File: config.mk
export PLATFORM = sky130hd
export DESIGN_NAME = kyber_result_unpack_flat
export DESIGN_NICKNAME = d
export VERILOG_FILES = /design/src/rtl/kyber_result_unpack_if.sv /design/src/rtl/kyber_result_unpack.sv /design/src/flat_wrapper.sv
export SDC_FILE = /design/constraint.sdc
export NUM_CORES = 2
export LEC_CHECK = 0
export ABC_AREA = 1
export CORE_ASPECT_RATIO = 1.1
export CORE_MARGIN = 4
export CORE_UTILIZATION = 50
export DETAILED_ROUTE_END_ITERATION = 12
export HOLD_SLACK_MARGIN = 0.06
export PLACE_DENSITY = 0.65
export SLEW_MARGIN = 20
export SYNTH_ARGS = -nofsm -noshare
export SYNTH_HDL_FRONTEND = slang
export SYNTH_SLANG_ARGS = --single-unit
File: constraint.sdc
create_clock -name clk -period 7.02 [get_ports clk]
set_input_delay 1.404 -clock clk [delete_from_list [all_inputs] [get_ports clk]]
set_output_delay 1.404 -clock clk [all_outputs]
set_load 0.02 [all_outputs]
File: src/rtl/kyber_result_unpack_if.sv
// Stream bundle for kyber_result_unpack: packed multiplier beats in, natural-order coefficients out.
interface kyber_result_unpack_if #(
   parameter int COEF_W    = 12,
   parameter int N         = 256,
   parameter int PE_NUMBER = 4
);
   localparam int IDX_W = $clog2(N);

   logic                        in_valid;
   logic [COEF_W*PE_NUMBER-1:0] din;
   logic                        in_ready;
   logic                        out_valid;
   logic                        out_ready;
   logic [COEF_W-1:0]           dout_c;
   logic [IDX_W-1:0]            out_idx;
   logic                        out_last;
   logic                        done;
   logic                        err;

   modport slave (
      input  in_valid, din, out_ready,
      output in_ready, out_valid, dout_c, out_idx, out_last, done, err
   );

   modport master (
      output in_valid, din, out_ready,
      input  in_ready, out_valid, dout_c, out_idx, out_last, done, err
   );
endinterface

File: src/rtl/kyber_result_unpack.sv
// Collects 64 packed four-coefficient beats into a polynomial buffer, then streams the
// coefficients out one per handshake in natural order.
module kyber_result_unpack #(
   parameter int COEF_W    = 12,
   parameter int N         = 256,
   parameter int PE_NUMBER = 4
) (
   input logic                  clk,
   input logic                  reset,
   kyber_result_unpack_if.slave bus
);
   localparam int IDX_W  = $clog2(N);
   localparam int BEAT_W = IDX_W - 2;
   localparam int DIN_W  = COEF_W * PE_NUMBER;
   localparam logic [BEAT_W-1:0] LAST_BEAT  = '1;
   localparam logic [IDX_W-1:0]  LAST_IDX   = '1;
   localparam logic [IDX_W-1:0]  PENULT_IDX = LAST_IDX - 1'b1;

   typedef enum logic [1:0] {
      IDLE  = 2'd0,
      LOAD  = 2'd1,
      DRAIN = 2'd2
   } state_t;

   state_t            state;
   logic [BEAT_W-1:0] beat;
   logic [IDX_W-1:0]  idx;
   logic              in_ready_q;
   logic              out_valid_q;
   logic              out_last_q;
   logic              done_q;
   logic              err_q;

   logic [COEF_W-1:0] mem [N];

   logic              accept;
   logic [IDX_W-1:0]  lo_even;
   logic [IDX_W-1:0]  lo_odd;
   logic [IDX_W-1:0]  hi_even;
   logic [IDX_W-1:0]  hi_odd;
   logic [COEF_W-1:0] field3;
   logic [COEF_W-1:0] field2;
   logic [COEF_W-1:0] field1;
   logic [COEF_W-1:0] field0;

   // Beat j carries c[2j], c[2j+N/2], c[2j+1], c[2j+N/2+1] from MSB down.
   assign accept  = bus.in_valid && in_ready_q;
   assign lo_even = {1'b0, beat, 1'b0};
   assign lo_odd  = {1'b0, beat, 1'b1};
   assign hi_even = {1'b1, beat, 1'b0};
   assign hi_odd  = {1'b1, beat, 1'b1};
   assign field3  = bus.din[DIN_W-1 -: COEF_W];
   assign field2  = bus.din[DIN_W-COEF_W-1 -: COEF_W];
   assign field1  = bus.din[2*COEF_W-1 -: COEF_W];
   assign field0  = bus.din[COEF_W-1:0];

   always_ff @(posedge clk) begin
      if (accept) begin
         mem[lo_even] <= field3;
         mem[hi_even] <= field2;
         mem[lo_odd]  <= field1;
         mem[hi_odd]  <= field0;
      end
   end

   always_ff @(posedge clk or negedge reset) begin
      if (!reset) begin
         state       <= IDLE;
         beat        <= '0;
         idx         <= '0;
         in_ready_q  <= 1'b1;
         out_valid_q <= 1'b0;
         out_last_q  <= 1'b0;
         done_q      <= 1'b0;
         err_q       <= 1'b0;
      end else begin
         done_q <= 1'b0;
         case (state)
            IDLE, LOAD: begin
               if (accept) begin
                  if (beat == LAST_BEAT) begin
                     state       <= DRAIN;
                     beat        <= '0;
                     idx         <= '0;
                     in_ready_q  <= 1'b0;
                     out_valid_q <= 1'b1;
                     out_last_q  <= 1'b0;
                  end else begin
                     state <= LOAD;
                     beat  <= beat + 1'b1;
                  end
               end
            end
            DRAIN: begin
               // Beats offered while draining are dropped but remembered as a protocol error.
               if (bus.in_valid) begin
                  err_q <= 1'b1;
               end
               if (bus.out_ready) begin
                  if (idx == LAST_IDX) begin
                     state       <= IDLE;
                     idx         <= '0;
                     in_ready_q  <= 1'b1;
                     out_valid_q <= 1'b0;
                     out_last_q  <= 1'b0;
                     done_q      <= 1'b1;
                  end else begin
                     idx        <= idx + 1'b1;
                     out_last_q <= (idx == PENULT_IDX);
                  end
               end
            end
            default: begin
               state       <= IDLE;
               beat        <= '0;
               idx         <= '0;
               in_ready_q  <= 1'b1;
               out_valid_q <= 1'b0;
               out_last_q  <= 1'b0;
            end
         endcase
      end
   end

   assign bus.in_ready  = in_ready_q;
   assign bus.out_valid = out_valid_q;
   assign bus.out_last  = out_last_q;
   assign bus.out_idx   = idx;
   assign bus.done      = done_q;
   assign bus.err       = err_q;
   assign bus.dout_c    = mem[idx];
endmodule

File: src/flat_wrapper.sv
// flat-port wrapper written by rule: the top's interface ports become plain ports
module kyber_result_unpack_flat 
#(
   parameter int COEF_W    = 12,
   parameter int N         = 256,
   parameter int PE_NUMBER = 4
)
  (clk, reset, bus_in_valid, bus_din, bus_out_ready, bus_in_ready, bus_out_valid, bus_dout_c, bus_out_idx, bus_out_last, bus_done, bus_err);
  kyber_result_unpack_if #(.COEF_W(COEF_W), .N(N), .PE_NUMBER(PE_NUMBER)) bus_i ();
  input logic clk;
  input logic reset;
  input wire logic [$bits(bus_i.in_valid)-1:0] bus_in_valid;
  input wire logic [$bits(bus_i.din)-1:0] bus_din;
  input wire logic [$bits(bus_i.out_ready)-1:0] bus_out_ready;
  output wire logic [$bits(bus_i.in_ready)-1:0] bus_in_ready;
  output wire logic [$bits(bus_i.out_valid)-1:0] bus_out_valid;
  output wire logic [$bits(bus_i.dout_c)-1:0] bus_dout_c;
  output wire logic [$bits(bus_i.out_idx)-1:0] bus_out_idx;
  output wire logic [$bits(bus_i.out_last)-1:0] bus_out_last;
  output wire logic [$bits(bus_i.done)-1:0] bus_done;
  output wire logic [$bits(bus_i.err)-1:0] bus_err;
  assign bus_i.in_valid = bus_in_valid;
  assign bus_i.din = bus_din;
  assign bus_i.out_ready = bus_out_ready;
  assign bus_in_ready = bus_i.in_ready;
  assign bus_out_valid = bus_i.out_valid;
  assign bus_dout_c = bus_i.dout_c;
  assign bus_out_idx = bus_i.out_idx;
  assign bus_out_last = bus_i.out_last;
  assign bus_done = bus_i.done;
  assign bus_err = bus_i.err;
  kyber_result_unpack #(.COEF_W(COEF_W), .N(N), .PE_NUMBER(PE_NUMBER)) u_core (.clk(clk), .reset(reset), .bus(bus_i));
endmodule
# Yosys cells after proc, flatten, opt, wreduce, memory -nomap -nowiden
# Memories as Yosys holds them, arrays and structs flattened.
# Index checks and enable logic that the tools add are counted.
# W data, S select, Z words.
# totals
ff_bits	21
inputBits	52
out_inout_bits	25
mem_bits_rw	3072
elab_cells	60
n_memories	1
# classes
eq_ne	9
add_sub_neg	2
n_bitwise	1
reduce_logical	8
n_mux	31
# mem_list
memory	words	width	rd	rd_clocked_by_memory_dff	wr	line	text
u_core.mem	256	12	1	0	4	kyber_result_unpack.sv:34	logic [COEF_W-1:0] mem [N];
# ops
cell	count
$mux W8	4
$eq A8 B8 Y1 const B	2
$pmux W8 S2	1
$mux W1	15
$mux W6	2
$pmux W6 S2	1
$add A8 B1 Y8 const B	1
$mux W2	4
$add A6 B1 Y6 const B	1
$eq A6 B6 Y1 const B	1
$ne A2 B1 Y1 const B	3
$pmux W1 S2	3
$reduce_and A3 Y1	2
$pmux W2 S2	1
$reduce_and A2 Y1	2
$reduce_and A4 Y1	1
$eq A2 B1 Y1 const B	1
$eq A2 B2 Y1 const B	1
$logic_not A2 Y1	1
$ne A2 B2 Y1 const B	1
$reduce_or A2 Y1	1
$logic_and A1 B1 Y1	1
$not A1 Y1	1

# Longest topological paths before layout
# logic_depth
depth_word	4
mapped_depth	21
ltp_nobuf	17

# Worst setup path before layout
# Ideal clock, no wire load.
# synth_timing
path_kind	input to register
start	in bus_in_valid
end	mem u_core.mem[200][0] (enable)
path_slack_ns	0.054
required_ns	6.447
path_stages	4
path_buffers	0
setup_time_ns	0.573
t_arrival_ns	6.393
cell_sequence	nand2_1 > nor2_1 > nand2_1 > nor4_1
# synth_lines
item	line	text
from (decl)	flat_wrapper.sv:12	input wire logic [$bits(bus_i.in_valid)-1:0] bus_in_valid;
to (decl)	kyber_result_unpack.sv:34	

# Worst setup path after layout
# layout_timing
start	reg u_core.idx[0], in the netlist u_core.bus.out_idx[0]
end	out bus_dout_c[4]
# layout_via
elab_chain_len	1
# layout_rtl
item	line	text
from (decl)	kyber_result_unpack.sv:27	logic [IDX_W-1:0] idx;
from (signal assigned)	kyber_result_unpack.sv:108	idx <= idx + 1'b1;
$mem_v2 Z256 W12	n/a	
to (decl)	flat_wrapper.sv:17	output wire logic [$bits(bus_i.dout_c)-1:0] bus_dout_c;
# No other way between the ends.

==> impl_metrics.env <==
export IMPL_synth_top_cell_by_area="edfxtp_1"
export IMPL_clock_fmax_mhz=145
export IMPL_dpl_hpwl_mm=197
export IMPL_antenna_found_initial=10
export IMPL_comb_power_share_pct=28.0
export IMPL_io_pins=77
export IMPL_antenna_left=0
export IMPL_r2r_slack_ps=2850
export IMPL_syn_avg_cell_area_um2=11.0
export IMPL_drt_wl_total_mm=377
export IMPL_power_mw=52.1
export IMPL_crit_required_ps=5620
export IMPL_fin_nets=11800
export IMPL_synth_fp_nets=11700
export IMPL_period_share_pct=98.5
export IMPL_grt_max_degree=196
export IMPL_gr_total_overflow=0
export IMPL_clock_sinks=3093
export IMPL_io_buffers=76
export IMPL_critPathKind="flop to output port"
export IMPL_synthToLayoutAreaGrowth_pct=11.9
export IMPL_dieArea_um2=266000
export IMPL_cts_setup_buffers=0
export IMPL_nFillCells=21000
export IMPL_drc_errors=0
export IMPL_drive_gt1_share_pct=7.27
export IMPL_start_util_pct=50.2
export IMPL_arrival_ps=5510
export IMPL_finalCriticalPeriod_ps=6920
export IMPL_power_density_nw_per_um2=361
export IMPL_layout_cells_non_filler=15400
export IMPL_synth_flop_cell="edfxtp_1"
export IMPL_fp_coreArea_um2=257000
export IMPL_sequentialPowerShare_pct=40.1
export IMPL_drt_iter0_markers=11500
export IMPL_pre_cts_ws_ps=1240
export IMPL_cts_htree_levels=5
export IMPL_finalSetupViolations=0
export IMPL_finClkSkew_ps=61.4
export IMPL_dieWidth_um=492
export IMPL_tightest_slew_ps=1160
export IMPL_insertion_delay_ps=970
export IMPL_cap_violations=0
export IMPL_place_congestion=0.853
export IMPL_wl_per_cell_um=24.4
export IMPL_yosysUniqueCellTypes=35
export IMPL_finalSetupTns_ps=0
export IMPL_worst_slack_ps=104
export IMPL_dp_cells=14800
export IMPL_grt_setup_unrepaired="false"
export IMPL_cts_repair_resize_count=0
export IMPL_cp_max_fo=195
export IMPL_syn_area_um2=129000
export IMPL_path_clk_slew_ps=60
export IMPL_mostFrequentLayoutCell="nand2_1"
export IMPL_synth_seq_cells=3093
export IMPL_cts_made_buffers=330
export IMPL_p_leak_nw=54.5
export IMPL_async_flop_share_pct=0.679
export IMPL_outcome="finished clean"
export IMPL_yosysWarnings=0
export IMPL_min_path_type="flop to flop"
export IMPL_slew_violations=0
export IMPL_cts_tree="yes"
export IMPL_firstDrtPassIters=8
export IMPL_pwr_share_clk_pct=31.9
export IMPL_worstSetupStartpointType="flop"
export IMPL_vias=87300
export IMPL_syn_inst=11700
export IMPL_netlist_area_leader_share_pct=71.6
export IMPL_final_cell_mix="nand2_1 (3402), edfxtp_1 (3072), nor2_1 (1456)"
export IMPL_internal_power_mw=34.3
export IMPL_clk_path_buf_depth=4
export IMPL_ir_worst_vdd_mv=0.466
export IMPL_netSwitchingPower_mw=17.8
export IMPL_grt_pass1_vias=84500
export IMPL_grt_usage_pct=27.8
export IMPL_core_rowCount=195
export IMPL_yosys_top_cells_area="edfxtp_1 (72%), nand2_1 (9.9%), nor2_1 (4.4%), nand3_1 (3.9%), o21ai_0 (2.9%)"
export IMPL_hold_violations=0
export IMPL_viasPerCell=5.66
export IMPL_synth_enable_flop_cells=3072
export IMPL_die_h_um=541
export IMPL_switching_share_pct=34.1
export IMPL_cts_hold_buf=0
export IMPL_ys_seq_area_share_pct=72.0
export IMPL_relSlewSlack_pct=22.5
export IMPL_root_buffer="clkbuf_16"
export IMPL_critical_path_endpoint_type="output port"
export IMPL_grt_first_pass_wirelength_mm=551
## final timing paths
check,start,cells after the start,to
max,u_core.bus.out_idx[0],18,bus_dout_c[4]
min,u_core.bus.in_ready,2,u_core.bus.in_ready
max reg2reg,u_core.bus.in_ready,5,u_core.mem[82][3]
min reg2reg,u_core.bus.in_ready,2,u_core.bus.in_ready
max in group asynchronous,reset,2,u_core.bus.out_idx[0]
min in group asynchronous,reset,2,u_core.bus.out_idx[6]
## per-stage QoR
stage / cell area [um2] / utilization (%) / hold WS (ps)
floorplan: 129000 / - / 501
global placement: 134000 / 52.2 / 497
detailed placement: 134000 / 52.2 / 519
CTS: 144000 / 56.2 / 527
global route: 144000 / 56.2 / 550
finish: 144000 / 56.2 / 536
## sequential cells by signal, indices dropped and copies added (netlist names)
name                  flops
u_core.bus.out_valid      1
u_core.bus.done           1
u_core.mem             3072
u_core.bus.out_last       1
u_core.beat               6
u_core.bus.out_idx        8
u_core.bus.in_ready       1
u_core.bus.err            1
u_core.state              2
## layout make-up
| cell class | count | area, um2 | share of cell area [%] |
|---|---|---|---|
| sequential | 3093 | 92800 | 64.3 |
| timing repair buffer | 355 | 3640 | 2.53 |
| clock buffer | 409 | 8750 | 6.07 |
| multi-input combinational | 7005 | 29700 | 20.6 |
| antenna | 2 | 5.00 | 0.00347 |
| tap | 3447 | 4310 | 2.99 |
| inverter | 946 | 3610 | 2.50 |
| clock inverter | 173 | 1420 | 0.984 |
## logic make-up after synthesis
group           share of synthesized area (%)
simple gates                             18.5
buf+inv                                  5.34
compound gates                           4.16
flops                                    72.0
fa+ha+maj                              0.0291
## metal layers
layer  up-vias  global-route usage (%)  wire length, um
met3       852                    4.74            36500
met4         6                    12.5            18600
met1     42700                    36.8           144000
li1      39300                       -                -
met2      4521                    45.4           177000
met5         -                       0               43
## cells in the mapped netlist, drive strengths merged, types with 9 or more instances
cell type,count
buf,436
nor2,1516
inv,935
o21ai,784
nand3,1013
a21oi,131
nand2,3403
or2,36
edfxtp,3072
dfrtp,20
clkbuf,214
o211ai,95
clkinv,11
nor3,9
## worst max-delay path, stage by stage (launching register included)
cell	delay, ps
dfrtp_4	900
inv_16	380
buf_4	450
nand2_1	80
nand3_1	70
nand2_1	100
nand2_1	50
nand2_1	110
inv_1	50
nand2_1	70
nand2_1	80
nand2_1	130
inv_1	40
nand2_1	100
nand2_1	70
nand2_1	170
clkinv_1	410
nand2_1	320
clkdlybuf4s50_1	650
## power groups by stage
stage | registers [mW] | clock network, mW | logic (mW)
6_report | 20.9 | 16.6 | 14.6
3_5_place_dp | 21.3 | 0 | 14.4
2_1_floorplan | 21.1 | 0 | 9.76
3_3_place_gp | 21.2 | 0 | 14.2
4_1_cts | 20.9 | 16.8 | 14.5
5_1_grt | 20.9 | 17.6 | 16.0
(Power assumes the default switching activity.)
